==> src/rtl/romload_pkg.sv <==
// Shared definitions for the ROM-load streamer: FSM encoding, control-word
// bit positions and status-word field offsets.
package romload_pkg;

  typedef enum logic [1:0] {
    ST_IDLE   = 2'd0,
    ST_HEADER = 2'd1,
    ST_DATA   = 2'd2,
    ST_DRAIN  = 2'd3
  } state_e;

  // Control word layout
  localparam int CTRL_START_BIT = 0;
  localparam int CTRL_CHAN_LSB  = 8;

  // Status word layout: {loading, state[1:0], fifo_full, 4'b0, byte_cnt[23:0]}
  localparam int STAT_LOADING   = 31;
  localparam int STAT_STATE_LSB = 29;
  localparam int STAT_FULL      = 28;
  localparam int STAT_BCNT_LSB  = 0;
  localparam int BCNT_W         = 24;

endpackage

==> src/rtl/romload_fifo.sv <==
// Data-word FIFO with a registered occupancy count. Full/empty come from the
// registered count, so a push is refused when full even if a pop happens in
// the same cycle. Flush empties the FIFO and wins over push/pop.
module romload_fifo #(
  parameter int W     = 32,
  parameter int DEPTH = 8
) (
  input  logic         clk,
  input  logic         rst_n,
  input  logic         flush,
  input  logic         push,
  input  logic [W-1:0] din,
  input  logic         pop,
  output logic [W-1:0] dout,
  output logic         full,
  output logic         empty
);
  localparam int AW = (DEPTH > 1) ? $clog2(DEPTH) : 1;
  localparam logic [AW:0] FULL_CNT = (AW+1)'(DEPTH);

  logic [W-1:0]  mem_q [DEPTH];
  logic [AW-1:0] wr_q, wr_d, rd_q, rd_d;
  logic [AW:0]   cnt_q, cnt_d;
  logic          do_push, do_pop;

  assign full    = (cnt_q == FULL_CNT);
  assign empty   = (cnt_q == '0);
  assign do_push = push & ~full;
  assign do_pop  = pop & ~empty;
  assign dout    = mem_q[rd_q];

  // Pointer and count update
  always_comb begin
    wr_d  = wr_q;
    rd_d  = rd_q;
    cnt_d = cnt_q;
    if (flush) begin
      wr_d  = '0;
      rd_d  = '0;
      cnt_d = '0;
    end else begin
      if (do_push) wr_d = wr_q + 1'b1;
      if (do_pop)  rd_d = rd_q + 1'b1;
      case ({do_push, do_pop})
        2'b10:   cnt_d = cnt_q + 1'b1;
        2'b01:   cnt_d = cnt_q - 1'b1;
        default: ;
      endcase
    end
  end

  // Pointer and count registers
  always_ff @(posedge clk or negedge rst_n) begin
    if (!rst_n) begin
      wr_q  <= '0;
      rd_q  <= '0;
      cnt_q <= '0;
    end else begin
      wr_q  <= wr_d;
      rd_q  <= rd_d;
      cnt_q <= cnt_d;
    end
  end

  // Storage needs no reset; occupancy is tracked by the count
  always_ff @(posedge clk) begin
    if (do_push && !flush) mem_q[wr_q] <= din;
  end

endmodule

==> src/rtl/romload_streamer.sv <==
// ROM-load streamer: CPU writes a start control word, HDR_WORDS header words,
// then data words that are queued and serialized little-endian into OUT_W-bit
// beats. A stop control word drains the queue and returns to IDLE.
// Optional feature: define ROMLOAD_CHECKSUM_EN for a 16-bit running byte sum.
module romload_streamer
  import romload_pkg::*;
#(
  parameter int  HDR_WORDS  = 3,
  parameter int  FIFO_DEPTH = 8,
  parameter int  OUT_W      = 8,
  parameter int  NCHAN      = 2,
  localparam int CW         = (NCHAN > 1) ? $clog2(NCHAN) : 1
) (
  input  logic                    wclk,
  input  logic                    resetn,
  input  logic                    reg_ctrl_we,
  input  logic [31:0]             reg_ctrl_di,
  input  logic                    reg_data_we,
  input  logic [31:0]             reg_data_di,
  output logic                    reg_data_wait,
  output logic [31:0]             reg_stat_do,
  output logic                    loading,
  output logic [CW-1:0]           chan,
  output logic [HDR_WORDS*32-1:0] hdr,
  output logic                    hdr_valid,
  output logic [OUT_W-1:0]        out_data,
  output logic                    out_valid,
  input  logic                    out_ready,
  output logic [15:0]             checksum
);
  localparam int         NBEATS    = 32 / OUT_W;
  localparam logic [1:0] LAST_BEAT = 2'(NBEATS - 1);
  localparam logic [2:0] LAST_HDR  = 3'(HDR_WORDS - 1);

  logic [1:0] rst_pipe_q;
  logic       rst_n_i;

  state_e                  state_q, state_d;
  logic                    loading_q, loading_d;
  logic [CW-1:0]           chan_q, chan_d;
  logic [HDR_WORDS*32-1:0] hdr_q, hdr_d;
  logic [2:0]              hdr_idx_q, hdr_idx_d;
  logic                    hdr_valid_q, hdr_valid_d;
  logic [31:0]             sh_q, sh_d;
  logic [1:0]              beat_q, beat_d;
  logic                    out_valid_q, out_valid_d;
  logic [BCNT_W-1:0]       bcnt_q, bcnt_d;

  logic        start, stop, beat_fire, ser_last;
  logic        fifo_push, fifo_pop, fifo_full, fifo_empty;
  logic [31:0] fifo_dout;
  logic        ctrl_unused;

  // Reset asserts asynchronously, releases two wclk edges after resetn rises
  always_ff @(posedge wclk or negedge resetn) begin
    if (!resetn) rst_pipe_q <= '0;
    else         rst_pipe_q <= {rst_pipe_q[0], 1'b1};
  end
  assign rst_n_i = rst_pipe_q[1];

  assign ctrl_unused = ^reg_ctrl_di;
  assign start = reg_ctrl_we & reg_ctrl_di[CTRL_START_BIT];
  assign stop  = reg_ctrl_we & ~reg_ctrl_di[CTRL_START_BIT] &
                 ((state_q == ST_HEADER) | (state_q == ST_DATA));

  // Writes outside DATA never stall; in DATA a full FIFO holds the CPU off
  assign reg_data_wait = reg_data_we & (state_q == ST_DATA) & fifo_full;
  assign fifo_push     = reg_data_we & (state_q == ST_DATA) & ~start;

  // Refill the serializer when idle, or on its last beat so beats stay back-to-back
  assign beat_fire = out_valid_q & out_ready;
  assign ser_last  = (beat_q == LAST_BEAT);
  assign fifo_pop  = ~fifo_empty & (~out_valid_q | (beat_fire & ser_last)) & ~start;

  romload_fifo #(.W(32), .DEPTH(FIFO_DEPTH)) u_fifo (
    .clk   (wclk),
    .rst_n (rst_n_i),
    .flush (start),
    .push  (fifo_push),
    .din   (reg_data_di),
    .pop   (fifo_pop),
    .dout  (fifo_dout),
    .full  (fifo_full),
    .empty (fifo_empty)
  );

  // FSM next-state, header capture and loading flag
  always_comb begin
    state_d     = state_q;
    loading_d   = loading_q;
    chan_d      = chan_q;
    hdr_d       = hdr_q;
    hdr_idx_d   = hdr_idx_q;
    hdr_valid_d = 1'b0;
    if (start) begin
      state_d   = ST_HEADER;
      loading_d = 1'b1;
      chan_d    = reg_ctrl_di[CTRL_CHAN_LSB +: CW];
      hdr_idx_d = '0;
    end else begin
      case (state_q)
        ST_HEADER: begin
          if (stop) begin
            state_d = ST_DRAIN;
          end else if (reg_data_we) begin
            for (int w = 0; w < HDR_WORDS; w++)
              if (hdr_idx_q == 3'(w)) hdr_d[w*32 +: 32] = reg_data_di;
            hdr_idx_d = hdr_idx_q + 1'b1;
            if (hdr_idx_q == LAST_HDR) begin
              state_d     = ST_DATA;
              hdr_valid_d = 1'b1;
            end
          end
        end
        ST_DATA:  if (stop) state_d = ST_DRAIN;
        ST_DRAIN: begin
          if (fifo_empty && !out_valid_q) begin
            state_d   = ST_IDLE;
            loading_d = 1'b0;
          end
        end
        default: ;
      endcase
    end
  end

  // Serializer and byte counter
  always_comb begin
    sh_d        = sh_q;
    beat_d      = beat_q;
    out_valid_d = out_valid_q;
    bcnt_d      = bcnt_q;
    if (start) begin
      out_valid_d = 1'b0;
      beat_d      = '0;
      bcnt_d      = '0;
    end else begin
      if (beat_fire) begin
        bcnt_d = bcnt_q + BCNT_W'(OUT_W / 8);
        sh_d   = sh_q >> OUT_W;
        beat_d = beat_q + 1'b1;
        if (ser_last) out_valid_d = 1'b0;
      end
      if (fifo_pop) begin
        sh_d        = fifo_dout;
        beat_d      = '0;
        out_valid_d = 1'b1;
      end
    end
  end

  // Control and serializer registers
  always_ff @(posedge wclk or negedge rst_n_i) begin
    if (!rst_n_i) begin
      state_q     <= ST_IDLE;
      loading_q   <= 1'b0;
      chan_q      <= '0;
      hdr_q       <= '0;
      hdr_idx_q   <= '0;
      hdr_valid_q <= 1'b0;
      sh_q        <= '0;
      beat_q      <= '0;
      out_valid_q <= 1'b0;
      bcnt_q      <= '0;
    end else begin
      state_q     <= state_d;
      loading_q   <= loading_d;
      chan_q      <= chan_d;
      hdr_q       <= hdr_d;
      hdr_idx_q   <= hdr_idx_d;
      hdr_valid_q <= hdr_valid_d;
      sh_q        <= sh_d;
      beat_q      <= beat_d;
      out_valid_q <= out_valid_d;
      bcnt_q      <= bcnt_d;
    end
  end

`ifdef ROMLOAD_CHECKSUM_EN
  logic [15:0] csum_q, csum_d;

  // Wrapping sum of every delivered byte since the last start
  always_comb begin
    csum_d = csum_q;
    if (start) csum_d = '0;
    else if (beat_fire)
      for (int b = 0; b < OUT_W / 8; b++) csum_d = csum_d + {8'h00, out_data[b*8 +: 8]};
  end

  // Checksum register
  always_ff @(posedge wclk or negedge rst_n_i) begin
    if (!rst_n_i) csum_q <= '0;
    else          csum_q <= csum_d;
  end
  assign checksum = csum_q;
`else
  assign checksum = '0;
`endif

  // Status word assembly
  always_comb begin
    reg_stat_do                               = '0;
    reg_stat_do[STAT_LOADING]                 = loading_q;
    reg_stat_do[STAT_STATE_LSB +: 2]          = state_q;
    reg_stat_do[STAT_FULL]                    = fifo_full;
    reg_stat_do[STAT_BCNT_LSB +: BCNT_W]      = bcnt_q;
  end

  assign loading   = loading_q;
  assign chan      = chan_q;
  assign hdr       = hdr_q;
  assign hdr_valid = hdr_valid_q;
  assign out_data  = sh_q[OUT_W-1:0];
  assign out_valid = out_valid_q;

endmodule

==> config.mk <==
export PLATFORM = sky130hd
export DESIGN_NAME = romload_streamer
export DESIGN_NICKNAME = d
export VERILOG_FILES = /design/src/rtl/romload_pkg.sv /design/src/rtl/romload_fifo.sv /design/src/rtl/romload_streamer.sv
export SDC_FILE = /design/constraint.sdc
export NUM_CORES = 1
export LEC_CHECK = 0
export ABC_AREA = 1
export BUFFER_PORTS_ARGS = -buffer_cell sky130_fd_sc_hd__buf_2
export CORE_MARGIN = 2
export CORE_UTILIZATION = 45
export CTS_CLUSTER_SIZE = 40
export DETAILED_ROUTE_END_ITERATION = 10
export PLACE_DENSITY = 0.63
export REMOVE_ABC_BUFFERS = 1
export SYNTH_ARGS = -nofsm -noshare
export SYNTH_HDL_FRONTEND = slang
export SYNTH_SLANG_ARGS = --single-unit
==> constraint.sdc <==
create_clock -name wclk -period 6.3 [get_ports wclk]
set_input_delay 0.945 -clock wclk [delete_from_list [all_inputs] [get_ports wclk]]
set_output_delay 0.945 -clock wclk [all_outputs]
set_load 0.02 [all_outputs]
==> results by group <==
Yosys
  – Yosys warnings: 0
  – Top cell type's share of synthesized area: between 40% and 50%
  – Cell Area, Synth: ~18000 µm²
  – Largest family of logic cells by synthesized area: simple AND/OR/NAND/NOR gates
  – Portion of netlist area occupied by mux cells: 0%
  – Post-synthesis xor/xnor area fraction: less than 1%
  – Syn Area/Cell: 11.20 µm²
  – Synth unique cells: between 40 and 50
  – Sequential share of the synthesized area: 67.94%
  – Cell taking the most area after synthesis: edfxtp_1
  – Most numerous cell in the Yosys netlist: o21ai_0
  – Top_reg_cell synth: edfxtp_1
  – Adder-cell share of the synthesized area: less than 1%
  – Yosys reg bits: 431
  – Asr flop ratio synth: 40.60%
  – Synth area leaders: edfxtp_1 43%, dfrtp_1 25%, o21ai_0 7.3%
  – Number of synthesized flops with an enable pin: approximately 260
  – Cells after synthesis: between 1500 and 2000
  – Synth top cells by count: 259 x o21ai_0, 256 x edfxtp_1, 250 x nor2_1, 189 x nand2_1, 175 x dfrtp_1
  – Post-synthesis compound-gate area fraction: between 10 and 15%
  – Synth Area in Simple Gates: about 13%

Worst setup path
  – CP bufs+invs: 4
  – CP top delay family: simple AND/OR/NAND/NOR gates
  – Most used cell, CP: nand2_4
  – Cells along the critical path: buf_2, nand2_4, inv_6, nor2_1, nand2_4, inv_4, nand2_1, nor2_4, buf_4
  – CP Capture Type: flop
  – CP Data Required Time: approximately 6.5 ns
  – Worst setup path category: in -> reg
  – Slowest stage delay, CP: ~0.54 ns
  – CP startpoint kind: input pin
  – Slowest CP cell: nor2_4
  – CP arrival: about 3.3 ns
  – Critical Path Fanout Max: 35

Global route
  – Largest net degree at the start of global routing: about 90
  – Number of global-route vias before repair: around 12000
  – Global-route wire length before repair: approximately 64 mm
  – Final global-route overflow total: 0
  – Antenna violations before repair: 1
  – GRT Overall Usage: 20.07%

STA
  – Final worst setup slack: 3.262 ns
  – RSZ-0062 raised after global routing: no
  – Finish-stage setup viols: 0
  – Fmax: around 330 MHz
  – Period utilisation layout: between 40% and 50%
  – Final Max Tran Viols: 0
  – Tightest Pin Transition: 1.090 ns
  – Final Hold Vio Count: 0
  – Slew margin rel.: 27.25%
  – Tmin final: ~3.0 ns
  – Setup TNS Final: 0 ns
  – Setup Skew: ~0.025 ns

Floorplan
  – Die area: approximately 40000 µm²
  – Core Region: 38830 µm²
  – Row count: 72
  – Io pins: between 200 and 250
  – Initial Util: 45.74%
  – Die height: 202.7 µm
  – Die width: between 200 and 250 µm

Finish
  – Non-Filler Instances: ~2300
  – Share of cells above drive strength 1: ~17%
  – Storage cell area: between 10000 and 15000 µm²
  – Fillers: ~3400
  – Multi-input gate area: 4771 µm²
  – Area delta synth->final: 14.79%
  – Final net count: about 1800

Power
  – Seq pwr share: 43.1%
  – Power Dens Cells: 434.7 nW/µm²
  – VDD IR max: 266.7 µV
  – Clk pwr share: between 30% and 40%
  – Sw Share: approximately a third
  – Power Internal: 5.851 mW
  – LEAKAGE: 8.382 nW
  – Combinational power share: a little over a quarter
  – Switch Pwr: between 3 and 4 mW

Job
  – Max Cap Violations: 0

Route
  – Vias post-DR: around 12000
  – Routed WL: 40.93 mm
  – # DRC: 0
  – Antenna viol nets, final: 0
  – Initial DRC Count: between 700 and 800
  – WL/cell: roughly 18 µm
  – First-pass DRT Iterations: 5
  – Vias/cell: 5.212

Worst hold path
  – HP Class: in -> async

CTS
  – CTS tree: done
  – CTS Buf Count: 46
  – Clock root buffer master: clkbuf_16
  – Clk buf depth: 3
  – TritonCTS Sinks: 431
  – Post-CTS Resized: 0
  – Setup bufs post-CTS: 0
  – H-tree depth: 2
  – Post-CTS Hold Fix Bufs: 0
  – Clock-pin transition on the worst setup and hold timing paths: ~0.060 ns
  – Worst-Skew Late Latency: between 0.5 and 0.6 ns

Outcome
  – Status: complete, no violations

Placed design
  – GP Congestion: approximately 0.83
  – Dpl ws: roughly 2.6 ns
  – Placed cell count: 2203
  – Post-DP HPWL: ~23 mm
  – PortBufs: between 150 and 200
==> state kept, by name, summed over array words and instances (netlist names) <==
signal,count
hdr_valid,1
loading,1
state_q,2
u_fifo.cnt_q,4
u_fifo.mem_q,256
bcnt_q,24
sh_q,32
beat_q,2
hdr_idx_q,3
u_fifo.wr_q,3
u_fifo.rd_q,3
hdr,96
out_valid,1
chan,1
rst_pipe_q,2
==> metal layers <==
layer  share of wire (%)  track usage [%]
met1                  45            26.89
met2                  48            33.59
met3                 5.1            3.178
met4                 2.0            6.621
met5                   0                0
==> worst paths after layout <==
path	start	to	slack, ns	cells past startpoint
worst max-delay path	reg_ctrl_di[0]	u_fifo.mem_q[5][21]$_DFFE_PP_	3.26	9
worst min-delay path	resetn	rst_pipe_q[0]$_DFF_PN0_	0.16	1
worst max register to register	state_q[0]$_DFFE_PN0P_	u_fifo.mem_q[5][21]$_DFFE_PP_	3.38	9
worst min register to register	rst_pipe_q[1]$_DFF_PN0_	hdr[86]$_DFFE_PN0P_	0.33	0
max in group asynchronous	rst_pipe_q[1]$_DFF_PN0_	u_fifo.rd_q[1]$_DFFE_PN0P_	4.40	1
min in group wclk	rst_pipe_q[0]$_DFF_PN0_	rst_pipe_q[1]$_DFF_PN0_	0.36	0
==> cells in the final DEF, fill, tap and decap left out, drive strengths merged, types with 2 or more instances in the layout <==
cell type and n:
a2bb2oi 2, o21ai 279, conb 21, a31oi 4, clkbuf 67, a21oi 44
edfxtp 256, dfrtp 175, buf 194, nand4 6, o211ai 66, nor2 260
inv 92, bufinv 4, nand2 198, ha 13, nand3 57, clkinv 12
nor3 8, a211oi 3, o21a 2
==> kinds of logic (layout without fill, tap and decap cells) <==
logic type | after synthesis | after routing
xor gates and xnor gates | 1 | 1
and+or+nand+nor | 532 | 532
other | 2 | 22
buffers and inverters | 204 | 369
adders and majority gates | 13 | 13
AOI/OAI and AO/OA | 402 | 402
DFF | 431 | 431
==> power by group through the flow <==
stage | Clock (mW) | Sequential (mW) | Combinational [mW]
floorplan | 0 | 4.28 | 1.10
global placement | 0 | 3.86 | 2.32
detailed placement | 0 | 3.87 | 2.37
CTS | 2.76 | 3.82 | 2.38
global route | 2.86 | 3.89 | 2.62
finish | 2.69 | 3.82 | 2.35
==> area by class of cell <==
type                            instances  share of cell area (%)
Sequential cell                       431                   59.25
Antenna cell                            1                 0.01228
Tap cell                              518                   3.179
Clock buffer                           67                   6.432
Multi-Input combinational cell        969                   23.40
Inverter                               91                   1.743
Clock inverter                         17                  0.9882
Timing Repair Buffer                  194                   4.996
==> metrics by stage <==
stage,area (µm²),util [%],hold slack (ns),power [mW]
2_1_floorplan,17130,-,0.3312,5.379
5_1_grt,20390,52.50,0.1349,9.375
3_3_place_gp,18870,48.60,0.3385,6.179
6_report,20390,52.50,0.1559,8.863
4_1_cts,20380,52.50,0.1221,8.961
3_5_place_dp,18870,48.60,0.3449,6.238
Power figures use the tool's default switching activity.
